<file path="src/rtl/lexington_pkg.sv">
// Shared AXI-Lite definitions for the lexington core bridge.
// Response codes, bridge state encoding and a response helper.
package lexington_pkg;

    localparam int DEFAULT_AXI_ADDR_WIDTH = 32;

    typedef enum logic [1:0] {
        RESP_OKAY   = 2'd0,
        RESP_EXOKAY = 2'd1,
        RESP_SLVERR = 2'd2,
        RESP_DECERR = 2'd3
    } axi_resp_e;

    typedef enum logic [2:0] {
        ST_IDLE  = 3'd0,
        ST_WR    = 3'd1,
        ST_WRESP = 3'd2,
        ST_RADDR = 3'd3,
        ST_RDATA = 3'd4,
        ST_DONE  = 3'd5
    } bridge_state_e;

    function automatic logic resp_err(input logic [1:0] resp);
        return resp != RESP_OKAY;
    endfunction

endpackage

</file>
<file path="src/rtl/axi_lite_bridge.sv">
// Single-outstanding core-to-AXI-Lite master bridge.
// One read or write per request; watchdog turns a hung slave into a fault.
module axi_lite_bridge
    import lexington_pkg::*;
#(
    parameter int AXI_ADDR_WIDTH = DEFAULT_AXI_ADDR_WIDTH,
    parameter int TIMEOUT_CYCLES = 255
) (
    input  logic                      clk,
    input  logic                      rst,
    input  logic                      axi_rd_en,
    input  logic                      axi_wr_en,
    input  logic [AXI_ADDR_WIDTH-1:0] axi_addr,
    input  logic [31:0]               wr_data,
    input  logic [3:0]                wr_strobe,
    output logic [31:0]               axi_rd_data,
    output logic                      axi_access_fault,
    output logic                      axi_busy,
    output logic [AXI_ADDR_WIDTH-1:0] m_awaddr,
    output logic                      m_awvalid,
    input  logic                      m_awready,
    output logic [31:0]               m_wdata,
    output logic [3:0]                m_wstrb,
    output logic                      m_wvalid,
    input  logic                      m_wready,
    input  logic [1:0]                m_bresp,
    input  logic                      m_bvalid,
    output logic                      m_bready,
    output logic [AXI_ADDR_WIDTH-1:0] m_araddr,
    output logic                      m_arvalid,
    input  logic                      m_arready,
    input  logic [31:0]               m_rdata,
    input  logic [1:0]                m_rresp,
    input  logic                      m_rvalid,
    output logic                      m_rready
);

    localparam int CW = $clog2(TIMEOUT_CYCLES + 1);

    bridge_state_e             state;
    bridge_state_e             nxt;
    logic [AXI_ADDR_WIDTH-1:0] addr_lat;
    logic [31:0]               data_lat;
    logic [3:0]                strb_lat;
    logic [31:0]               rdata_reg;
    logic                      fault;
    logic                      aw_done;
    logic                      w_done;
    logic [CW-1:0]             cnt;
    logic                      timeout;
    logic                      aw_hs;
    logic                      w_hs;

    // Watchdog cycle masks every valid/ready so nothing handshakes late.
    assign timeout   = (cnt == CW'(TIMEOUT_CYCLES));

    assign m_awaddr  = addr_lat;
    assign m_wdata   = data_lat;
    assign m_wstrb   = strb_lat;
    assign m_araddr  = addr_lat;

    assign m_awvalid = (state == ST_WR) && !aw_done && !timeout;
    assign m_wvalid  = (state == ST_WR) && !w_done && !timeout;
    assign m_bready  = (state == ST_WRESP) && !timeout;
    assign m_arvalid = (state == ST_RADDR) && !timeout;
    assign m_rready  = (state == ST_RDATA) && !timeout;

    assign aw_hs = m_awvalid && m_awready;
    assign w_hs  = m_wvalid && m_wready;

    assign axi_rd_data      = rdata_reg;
    assign axi_access_fault = (state == ST_DONE) && fault;

    always_comb begin
        nxt      = state;
        axi_busy = 1'b1;
        unique case (state)
            ST_IDLE: begin
                axi_busy = axi_rd_en || axi_wr_en;
                if (axi_rd_en && axi_wr_en)
                    nxt = ST_DONE;
                else if (axi_wr_en)
                    nxt = ST_WR;
                else if (axi_rd_en)
                    nxt = ST_RADDR;
            end
            ST_WR: begin
                if (timeout)
                    nxt = ST_DONE;
                else if ((aw_done || aw_hs) && (w_done || w_hs))
                    nxt = ST_WRESP;
            end
            ST_WRESP: begin
                if (timeout || m_bvalid)
                    nxt = ST_DONE;
            end
            ST_RADDR: begin
                if (timeout)
                    nxt = ST_DONE;
                else if (m_arready)
                    nxt = ST_RDATA;
            end
            ST_RDATA: begin
                if (timeout || m_rvalid)
                    nxt = ST_DONE;
            end
            ST_DONE: begin
                axi_busy = 1'b0;
                nxt      = ST_IDLE;
            end
            default: begin
                axi_busy = 1'b0;
                nxt      = ST_IDLE;
            end
        endcase
    end

    always_ff @(posedge clk) begin
        if (rst) begin
            state     <= ST_IDLE;
            addr_lat  <= '0;
            data_lat  <= '0;
            strb_lat  <= '0;
            rdata_reg <= '0;
            fault     <= 1'b0;
            aw_done   <= 1'b0;
            w_done    <= 1'b0;
            cnt       <= '0;
        end else begin
            state <= nxt;
            unique case (state)
                ST_IDLE: begin
                    cnt     <= '0;
                    aw_done <= 1'b0;
                    w_done  <= 1'b0;
                    if (axi_rd_en || axi_wr_en) begin
                        addr_lat  <= axi_addr;
                        data_lat  <= wr_data;
                        strb_lat  <= wr_strobe;
                        rdata_reg <= '0;
                        fault     <= axi_rd_en && axi_wr_en;
                    end
                end
                ST_WR: begin
                    cnt <= cnt + 1'b1;
                    if (aw_hs)
                        aw_done <= 1'b1;
                    if (w_hs)
                        w_done <= 1'b1;
                    if (timeout)
                        fault <= 1'b1;
                end
                ST_WRESP: begin
                    cnt <= cnt + 1'b1;
                    if (timeout)
                        fault <= 1'b1;
                    else if (m_bvalid)
                        fault <= resp_err(m_bresp);
                end
                ST_RADDR: begin
                    cnt <= cnt + 1'b1;
                    if (timeout)
                        fault <= 1'b1;
                end
                ST_RDATA: begin
                    cnt <= cnt + 1'b1;
                    if (timeout) begin
                        fault <= 1'b1;
                    end else if (m_rvalid) begin
                        rdata_reg <= m_rdata;
                        fault     <= resp_err(m_rresp);
                    end
                end
                default: begin
                end
            endcase
        end
    end

endmodule

</file>
<file path="config.mk">
export PLATFORM = sky130hd
export DESIGN_NAME = axi_lite_bridge
export DESIGN_NICKNAME = d
export VERILOG_FILES = /design/src/rtl/lexington_pkg.sv /design/src/rtl/axi_lite_bridge.sv
export SDC_FILE = /design/constraint.sdc
export NUM_CORES = 1
export LEC_CHECK = 0
export CAP_MARGIN = 30
export CORE_MARGIN = 3
export CORE_UTILIZATION = 36
export CTS_BUF_LIST = sky130_fd_sc_hd__clkbuf_8
export CTS_CLUSTER_DIAMETER = 40
export DETAILED_ROUTE_END_ITERATION = 7
export PLACE_DENSITY = 0.87
export RECOVER_POWER = 50
export SYNTH_ARGS = -nofsm -noshare
export SYNTH_HDL_FRONTEND = slang
export SYNTH_SLANG_ARGS = --single-unit
</file>
<file path="constraint.sdc">
create_clock -name clk -period 1.75 [get_ports clk]
set_clock_uncertainty 0.1 [all_clocks]
set_input_delay 0.175 -clock clk [delete_from_list [all_inputs] [get_ports clk]]
set_output_delay 0.175 -clock clk [all_outputs]
set_load 0.02 [all_outputs]
</file>
# ---- Word level (Yosys, flattened, before mapping)
# Cells that the tools add are included.
dict set report totals {
  inputBits 113
  output_inout_bits 139
  word_cells 91
  ff_bits 114
}
dict set report op_classes {
  n_reduce_logical 35
  mux 27
  n_addsub 1
  eq_ne 19
}
# operator n
set ops {}
lappend ops {{$mux W32} 3}
lappend ops {{$pmux W32 S2} 1}
lappend ops {{$mux W3} 9}
lappend ops {{$pmux W8 S2} 1}
lappend ops {{$pmux W3 S5} 1}
lappend ops {{$logic_and A1 B1 Y1} 12}
lappend ops {{$ne A2 B2 Y1 const B} 5}
lappend ops {{$reduce_and A5 Y1} 2}
lappend ops {{$reduce_bool A2 Y1} 5}
lappend ops {{$ne A3 B3 Y1 const B} 3}
lappend ops {{$add A8 B1 Y8 const B} 1}
lappend ops {{$eq A8 B8 Y1 const B} 1}
lappend ops {{$mux W1} 8}
lappend ops {{$eq A3 B2 Y1 const B} 2}
lappend ops {{$eq A3 B3 Y1 const B} 2}
lappend ops {{$ne A2 B1 Y1 const B} 3}
lappend ops {{$pmux W1 S2} 3}
lappend ops {{$reduce_and A2 Y1} 3}
lappend ops {{$logic_or A1 B1 Y1} 5}
lappend ops {{$ne A4 B4 Y1 const B} 1}
lappend ops {{$pmux W1 S4} 1}
lappend ops {{$reduce_and A4 Y1} 1}
lappend ops {{$reduce_bool A4 Y1} 1}
lappend ops {{$reduce_or A4 Y1} 1}
lappend ops {{other kinds (5)} 7}

# ---- Longest topological paths before layout
# Gate-level depths: netlist of run 1.
dict set report logic_depth {
  depth_word 9
  ltp_mapped 8
}

# ---- Worst setup path after synthesis of run 1
# No wires, ideal clock.
dict set report synth_path {
  path_kind {reg-to-reg}
  from {register cnt[0]}
  to {register rdata_reg[2] (netlist: axi_rd_data[2])}
  stages_incl_launch_ff 9
  period_less_slack_ps 1802
  path_slack_ps -52
  required_time_ps 1522
  arrival_ps 1574
  n_path_buf 2
  setup_time_ps 128
  path_cell_list {dfxtp_1 -> ha_1 -> and3_1 -> nand2_1 -> and3_1 -> clkbuf_1 -> buf_2 -> a22oi_1 -> nor2_1}
}
dict set report synth_between {
  elab_chain_cells 3
}
# element line
set synth_rtl {}
lappend synth_rtl {{start, declared} axi_lite_bridge.sv:49} ;# logic [CW-1:0] cnt;
lappend synth_rtl {{start signal, assigned} axi_lite_bridge.sv:145} ;# cnt <= cnt + 1'b1;
lappend synth_rtl {{start signal, assigned} axi_lite_bridge.sv:154} ;# cnt <= cnt + 1'b1;
lappend synth_rtl {{start signal, assigned} axi_lite_bridge.sv:161} ;# cnt <= cnt + 1'b1;
lappend synth_rtl {{$eq A8 B8 Y1} axi_lite_bridge.sv:55} ;# assign timeout = (cnt == CW'(TIMEOUT_CYCLES));
lappend synth_rtl {{$ne A2 B2 Y1 (no line)} n/a}
lappend synth_rtl {{$reduce_and A4 Y1 (no line)} n/a}
lappend synth_rtl {{end signal, assigned} axi_lite_bridge.sv:170} ;# rdata_reg <= m_rdata;
lappend synth_rtl {{end, declared} axi_lite_bridge.sv:45} ;# logic [31:0] rdata_reg;
# No other way between the ends.
# A chain may end at the register's enable or synchronous reset.

# ---- Worst setup path after layout of run 1
dict set report layout_path {
  from {register cnt[1]}
  to {output port m_wvalid}
}
dict set report layout_between {
  elab_chain_cells 3
}
# element line
set layout_rtl {}
lappend layout_rtl {{$eq A8 B8 Y1} axi_lite_bridge.sv:55}
lappend layout_rtl {{$logic_not A1 Y1} axi_lite_bridge.sv:63} ;# assign m_wvalid = (state == ST_WR) && !w_done && !timeout;
lappend layout_rtl {{$logic_and A1 B1 Y1} axi_lite_bridge.sv:63}
lappend layout_rtl {{end, declared} axi_lite_bridge.sv:24} ;# output logic m_wvalid,
# No other way between the ends.

==> results of run 1 <==
[how the worst max path moves through the flow]
stage                     startpoint             end  slack [ps]  cells past startpoint
after CTS                     cnt[1]        m_wvalid        -180                      6
after floorplan               cnt[0]  axi_rd_data[2]          10                      8
after global routing          cnt[1]        m_wvalid        -260                      6
after global placement        cnt[1]        m_wvalid        -220                      6
after detailed placement      cnt[0]        m_wvalid        -270                      6
final                         cnt[1]        m_wvalid        -170                      6
[sequential cells by signal, indices dropped and copies added, names as in the netlist]
name and count:
fault 1, axi_rd_data 32, w_done 1, state 3, m_wstrb 4, cnt 8
m_araddr 32, m_wdata 32, aw_done 1
[repair_timing]
action,in CTS,in global routing
setup buffers,15,5
gates cloned,8,8
hold endpoints to repair,0,0
pin swaps,49,102
setup endpoints to repair,70,146
resized for setup,128,216
[layout make-up]
cell class                      instances  area [µm²]  share of cell area, %
Clock buffer                           21         289                   3.26
Clock inverter                          7        61.3                  0.692
Inverter                                5        18.8                  0.212
Multi-Input combinational cell        374        2760                   31.1
Sequential cell                       114        2300                   25.9
Tap cell                              168         210                   2.37
Timing Repair Buffer                  326        3230                   36.5
[through the flow]
step | instances | setup TNS [ps] | utilization, %
6_report | 1015 | -5000 | 72.9
5_1_grt | 1015 | -11130 | 72.9
4_1_cts | 1009 | -4200 | 68.3
3_5_place_dp | 960 | -6230 | 60.2
3_3_place_gp | 960 | -4560 | 60.2
2_1_floorplan | 564 | 0 | -
[layer usage]
layer,up-vias,wire length [µm],global-route usage (%)
met2,249,9880,40.9
met3,43,1580,9.33
met5,-,0,0
met4,0,523,7.39
met1,2483,7190,24.9
li1,2424,-,-
[logic make-up (layout without fill, tap and decap cells)]
family,count (synthesis),in the layout
compound gates,135,135
simple gates,232,232
xor+xnor,4,4
mux,2,2
flops,114,114
buf+inv,76,359
fa+ha+maj,1,1
[synth_stat cells (3+ instances only)]
master	number
nand2_1	150
dfxtp_1	114
a21oi_1	83
nor2_1	47
buf_4	33
a22oi_1	32
clkbuf_1	25
buf_2	13
nor3_1	11
a31oi_1	5
nand4_1	5
inv_1	4
and3_1	3
xnor2_1	3
[worst max-delay path: stages, from the launching register on]
cell and delay [ps]:
dfxtp_2 340, ha_4 160, nand3_2 80, nor2_2 40
or3_4 360, nor2_4 120, buf_6 120
[power by group]
| group | internal, µW | total [µW] | switching, µW |
|---|---|---|---|
| sequential | 3150 | 3560 | 407 |
| clock | 1230 | 2250 | 1020 |
| combinational | 3780 | 8120 | 4340 |
==> out/qor.yml, run 1 <==
run_status:
  status: "finished with violations"
  violations: "setup timing"
worst_hold_path:
  min_delay_path_depth: 2
  worstHoldStart: "rst"
  worstHoldEndpoint: "axi_rd_data[26]"
  holdCritPathClass: "input port to flip-flop"
cells_and_area:
  layout-drive-gt1-share_pct: 34.7
  final_nets: 952
  final_cell_area_um2: 8860
  num-fill-cells: 830
  layout_commonest_cell: "clkdlybuf4s50_1"
  areaGrowthSynthToFinish_pct: 95.0
  antennaDiodeCount: 0
  final_cell_mix: "clkdlybuf4s50_1, dfxtp_1, nand2_1, a21oi_2, nand2_4"
power_and_ir_drop:
  max-vdd-ir-drop_mv: 0.857
  p_leak_uw: 0.00337
  p_per_area_nw_per_um2: 1570
  total_power_uw: 13900
routing:
  drt-wirelength-per-cell_um: 18.9
  antenna_left: 0
  viasPerCell: 5.12
  routed_wl_mm: 19.2
  drt-initial-drc-count: 311
  via_count: 5199
  dr.pass1.iters: 4
  drc_errors: 0
global_route:
  grt_max_degree: 49
  grt.total_usage_pct: 23.0
  grt_overflow_total: 0
  antenna_found_initial: 0
  grt_pass1_wl_mm: 25.9
  grt_pass1_vias: 5027
worst_setup_path:
  r2r-start: "cnt[1]"
  r2r_cells: 10
  worstPathRequired_ps: 1470
  end_kind: "primary output"
  r2r_end: "axi_rd_data[23]"
  path_max_fanout: 2
  worstSetupPathType: "flip-flop to primary output"
  arrival_ps: 1650
  rrSetupSlack_ps: -150
  cp-start-kind: "flip-flop"
clock_tree:
  clock-sinks: 114
  root_buffer: "clkbuf_8"
  clk_path_buf_depth: 2
  cts_buffers: 17
  htreeDepth: 4
  cts_tree: "built"
  clock_latency_ps: 420
  cts_hold_buf: 0
  clk_pin_slew_ps: 70
synthesis:
  synth_ff_type: "dfxtp_1"
  synth_edf_count: 0
  syn_area_um2: 4550
  synth_largest_area_cell: "dfxtp_1"
  yosys_warnings: 0
  synthTopCellsByArea: "dfxtp_1, nand2_1, a21oi_1"
  synth_top_area_share_pct: 50.2
  syn_inst: 564
  synth_compound_area_share_pct: 17.8
  syn_nets: 678
  ys_seq_area_share_pct: 50.2
  ys_types: 43
  synth_xor_area_share_pct: 0.771
  synth_fa_ha_area_share_pct: 0.275
  ys_ff_latch: 114
  synth_mux_area_share_pct: 0.440
  synth_top_family_by_area: "simple AND/OR/NAND/NOR gates"
  syn_avg_cell_area_um2: 8.06
  yosys.area_share.simple_pct: 21.2
  ys_async_sr_fraction_pct: 0
timing:
  period_share_pct: 110
  hold_violations: 0
  setup_ws_ps: -175
  timing.hold.ws_ps: 137
  max_freq_mhz: 520
  finalCriticalPeriod_ps: 1920
  slew_violations: 0
  worst_pin_slew_ps: 569
  setup_viol_count_final: 74
  rsz0062_at_grt: "yes"
  slew_headroom_pct: 62.1
job:
  maxCapViolCount: 0
placed_design:
  io_buffers: 251
  dp_slack_ps: -268
  hpwl_mm: 10.7
  placed_area_um2: 7320
  place.gp.congestion: 0.817
die:
  dieArea_um2: 14000
  coreArea_um2: 12200
  die_w_um: 118
  die_height_um: 118
  initial_utilization_pct: 37.4
  fp-row-count: 40
  ios: 252
No activity file was read; power rests on OpenSTA's default activity.
==> inputs of run 2 (changes only) <==
Settings changed: CTS_CLUSTER_SIZE from default to 14.
==> results of run 2 <==
Same layout as run 1: the final DEF is identical, and so are final timing and power.
==> inputs of run 3 (changes only) <==
Settings changed: CORE_UTILIZATION 36 to 40, PLACE_DENSITY 0.87 to 0.91.
Clock period 1.75 ns to 2.05 ns, I/O delays scaled along.
==> run 3 against run 2 <==
Clock-buffer cell count decreased by 3. Sequential share of layout area increased by 4.4 points. Die area decreased by 9.5%. Final cell count decreased by 6.2%. Register-to-register slack improved by 290 ps. Critical path type unchanged. Critical endpoint is now m_bready. Combinational power decreased by 43%. Clock power decreased by 17%. Sequential cell count unchanged. The run now ends clean. Worst hold slack improved by 18 ps. Critical path depth increased by 1. Largest cell class unchanged. Via count decreased by 8.4%.
==> out/qor.yml, run 3 (synthesized netlist as in run 1, its figures left out) <==
worst_setup_path:
  end_kind: "primary output"
  worstPathRequired_ps: 1750  # +280 ps
  arrival_ps: 1660  # about the same
  cp-start-kind: "flip-flop"
  path_max_fanout: 2  # unchanged
  worstSetupPathType: "flip-flop to primary output"
placed_design:
  io_buffers: 251  # unchanged
  hpwl_mm: 10.7  # -0.69%
  place.gp.congestion: 0.864  # +5.8%
  dp_slack_ps: -36.3  # +232 ps
  dp_cells: 921  # -4.1%
timing:
  worst_pin_slew_ps: 506  # -62.5 ps
  period_share_pct: 95.7
  setup_viol_count_final: 0  # -100%
  finalCriticalPeriod_ps: 1960
  slew_violations: 0  # unchanged
  max_freq_mhz: 509
  hold_violations: 0  # unchanged
  slew_headroom_pct: 66.3  # +4.2 points
  setup_ws_ps: 87.3  # +262 ps
die:
  fp-row-count: 38  # -5.0%
  dieArea_um2: 12700  # -9.5%
  ios: 252  # unchanged
  initial_utilization_pct: 41.4  # +4.0 points
  die_w_um: 113  # -4.9%
  coreArea_um2: 11000  # -9.7%
  die_height_um: 113  # -4.9%
run_status:
  status: "completed"
cells_and_area:
  layout-drive-gt1-share_pct: 11.2  # -24 points
  areaGrowthSynthToFinish_pct: 66.0
  layout_commonest_cell: "clkdlybuf4s50_1"
  final_cell_mix: "clkdlybuf4s50_1, nand2_1, dfxtp_1, a21oi_1, nor2_1"
  finalNonFillerCells: 952  # -6.2%
  finish.utilization_pct: 68.7  # -4.2 points
  final_nets: 916  # -3.8%
  num-fill-cells: 862  # +3.9%
  antennaDiodeCount: 0  # unchanged
power_and_ir_drop:
  p_seq_share_pct: 31.7  # +6.2 points
  combPwrFrac_pct: 48.5  # -9.8 points
  total_power_uw: 9460  # -32%
  switching_power_uw: 3770  # -35%
  p_per_area_nw_per_um2: 1250  # -20%
  p_leak_uw: 0.00280  # -17%
  netSwitchingFraction_pct: 39.9  # -1.6 points
  p_clk_share_pct: 19.7  # +3.6 points
  max-vdd-ir-drop_mv: 0.628  # -27%
  p_int_uw: 5680  # -30%
routing:
  drt-initial-drc-count: 358  # +15%
  wl_met1_mm: 5.82  # -19%
  routed_wl_mm: 14.6  # -24%
  via_count: 4760  # -8.4%
  viasPerCell: 5.00  # -2.4%
  dr.pass1.iters: 4  # unchanged
  highest_layer: "met4"
  drc_errors: 0  # unchanged
  met3_length_mm: 1.14  # -28%
  antenna_left: 0  # unchanged
  wl_met2_mm: 7.50  # -24%
  drt-wirelength-per-cell_um: 15.3  # -19%
clock_tree:
  root_buffer: "clkbuf_8"
  clk_path_buf_depth: 2  # unchanged
  cts_tree: "built"
  clock_latency_ps: 410  # about the same
  clk_pin_slew_ps: 70  # about the same
  clock-sinks: 114  # unchanged
  htreeDepth: 4  # unchanged
  cts_hold_buf: 0  # unchanged
  cts_buffers: 17  # unchanged
worst_hold_path:
  holdCritPathClass: "input port to flip-flop"
global_route:
  grt_overflow_total: 0  # unchanged
  grt_pass1_wl_mm: 22.9  # -12%
  grt.total_usage_pct: 22.3  # -0.67 points
  grt_pass1_vias: 4635  # -7.8%
  grt_max_degree: 54  # +10%
  antenna_found_initial: 0  # unchanged
job:
  maxCapViolCount: 0  # unchanged
run 3: final cells by class:
cell class / count / area, µm² / area share [%]
repair buffers: 290 / 2820 / 37.4
flip-flops and latches: 114 / 2290 / 30.3
multi-input cells: 374 / 1900 / 25.2
clock buffers: 18 / 248 / 3.28
well taps: 140 / 175 / 2.32
clock inverters: 11 / 92.6 / 1.23
inverters: 5 / 18.8 / 0.249
run 3: power groups by stage:
stage / clock, µW / combinational, µW / sequential [µW]
finish: 1870 / 4590 / 3000
global route: 2030 / 4930 / 3070
CTS: 1910 / 4540 / 2990
detailed placement: 0 / 4550 / 3030
global placement: 0 / 4490 / 3000
floorplan: 0 / 2160 / 3450
run 3: stage by stage:
stage	TNS [ps]	hold WS, ps	instance area [µm²]
after floorplan	0	241	4550
after global placement	0	341	7160
after detailed placement	-63.7	346	7160
after CTS	-10.2	113	7490
after global routing	-4.69	137	7550
final	0	155	7550
run 3: path summary, 6_finish.rpt:
kind,startpoint,cells after the start,endpoint,slack (ps)
setup reg to reg,state[2],7,m_araddr[20],140
setup / recovery,cnt[0],7,m_bready,90
hold / removal,rst,2,axi_rd_data[27],160
hold reg to reg,m_wdata[0],2,m_wdata[0],350
run 3: repair_timing:
| action | CTS | global route |
|---|---|---|
| setup endpoints to repair | 7 | 32 |
| resized for setup | 28 | 12 |
| pin swaps | 0 | 3 |
| buffers inserted | 0 | 2 |
run 3: critical path, stage by stage, from the launching register on:
cell,delay [ps]
dfxtp_2,340
ha_4,170
buf_4,130
and3_1,190
nand2_1,100
nand3_2,100
inv_1,80
buf_4,140
run 3: metal layers:
layer / vias to the layer above / global-route usage (%)
met5: - / 0
met4: 0 / 6.97
met3: 15 / 7.44
met2: 202 / 39.0
met1: 2199 / 25.8
li1: 2344 / -
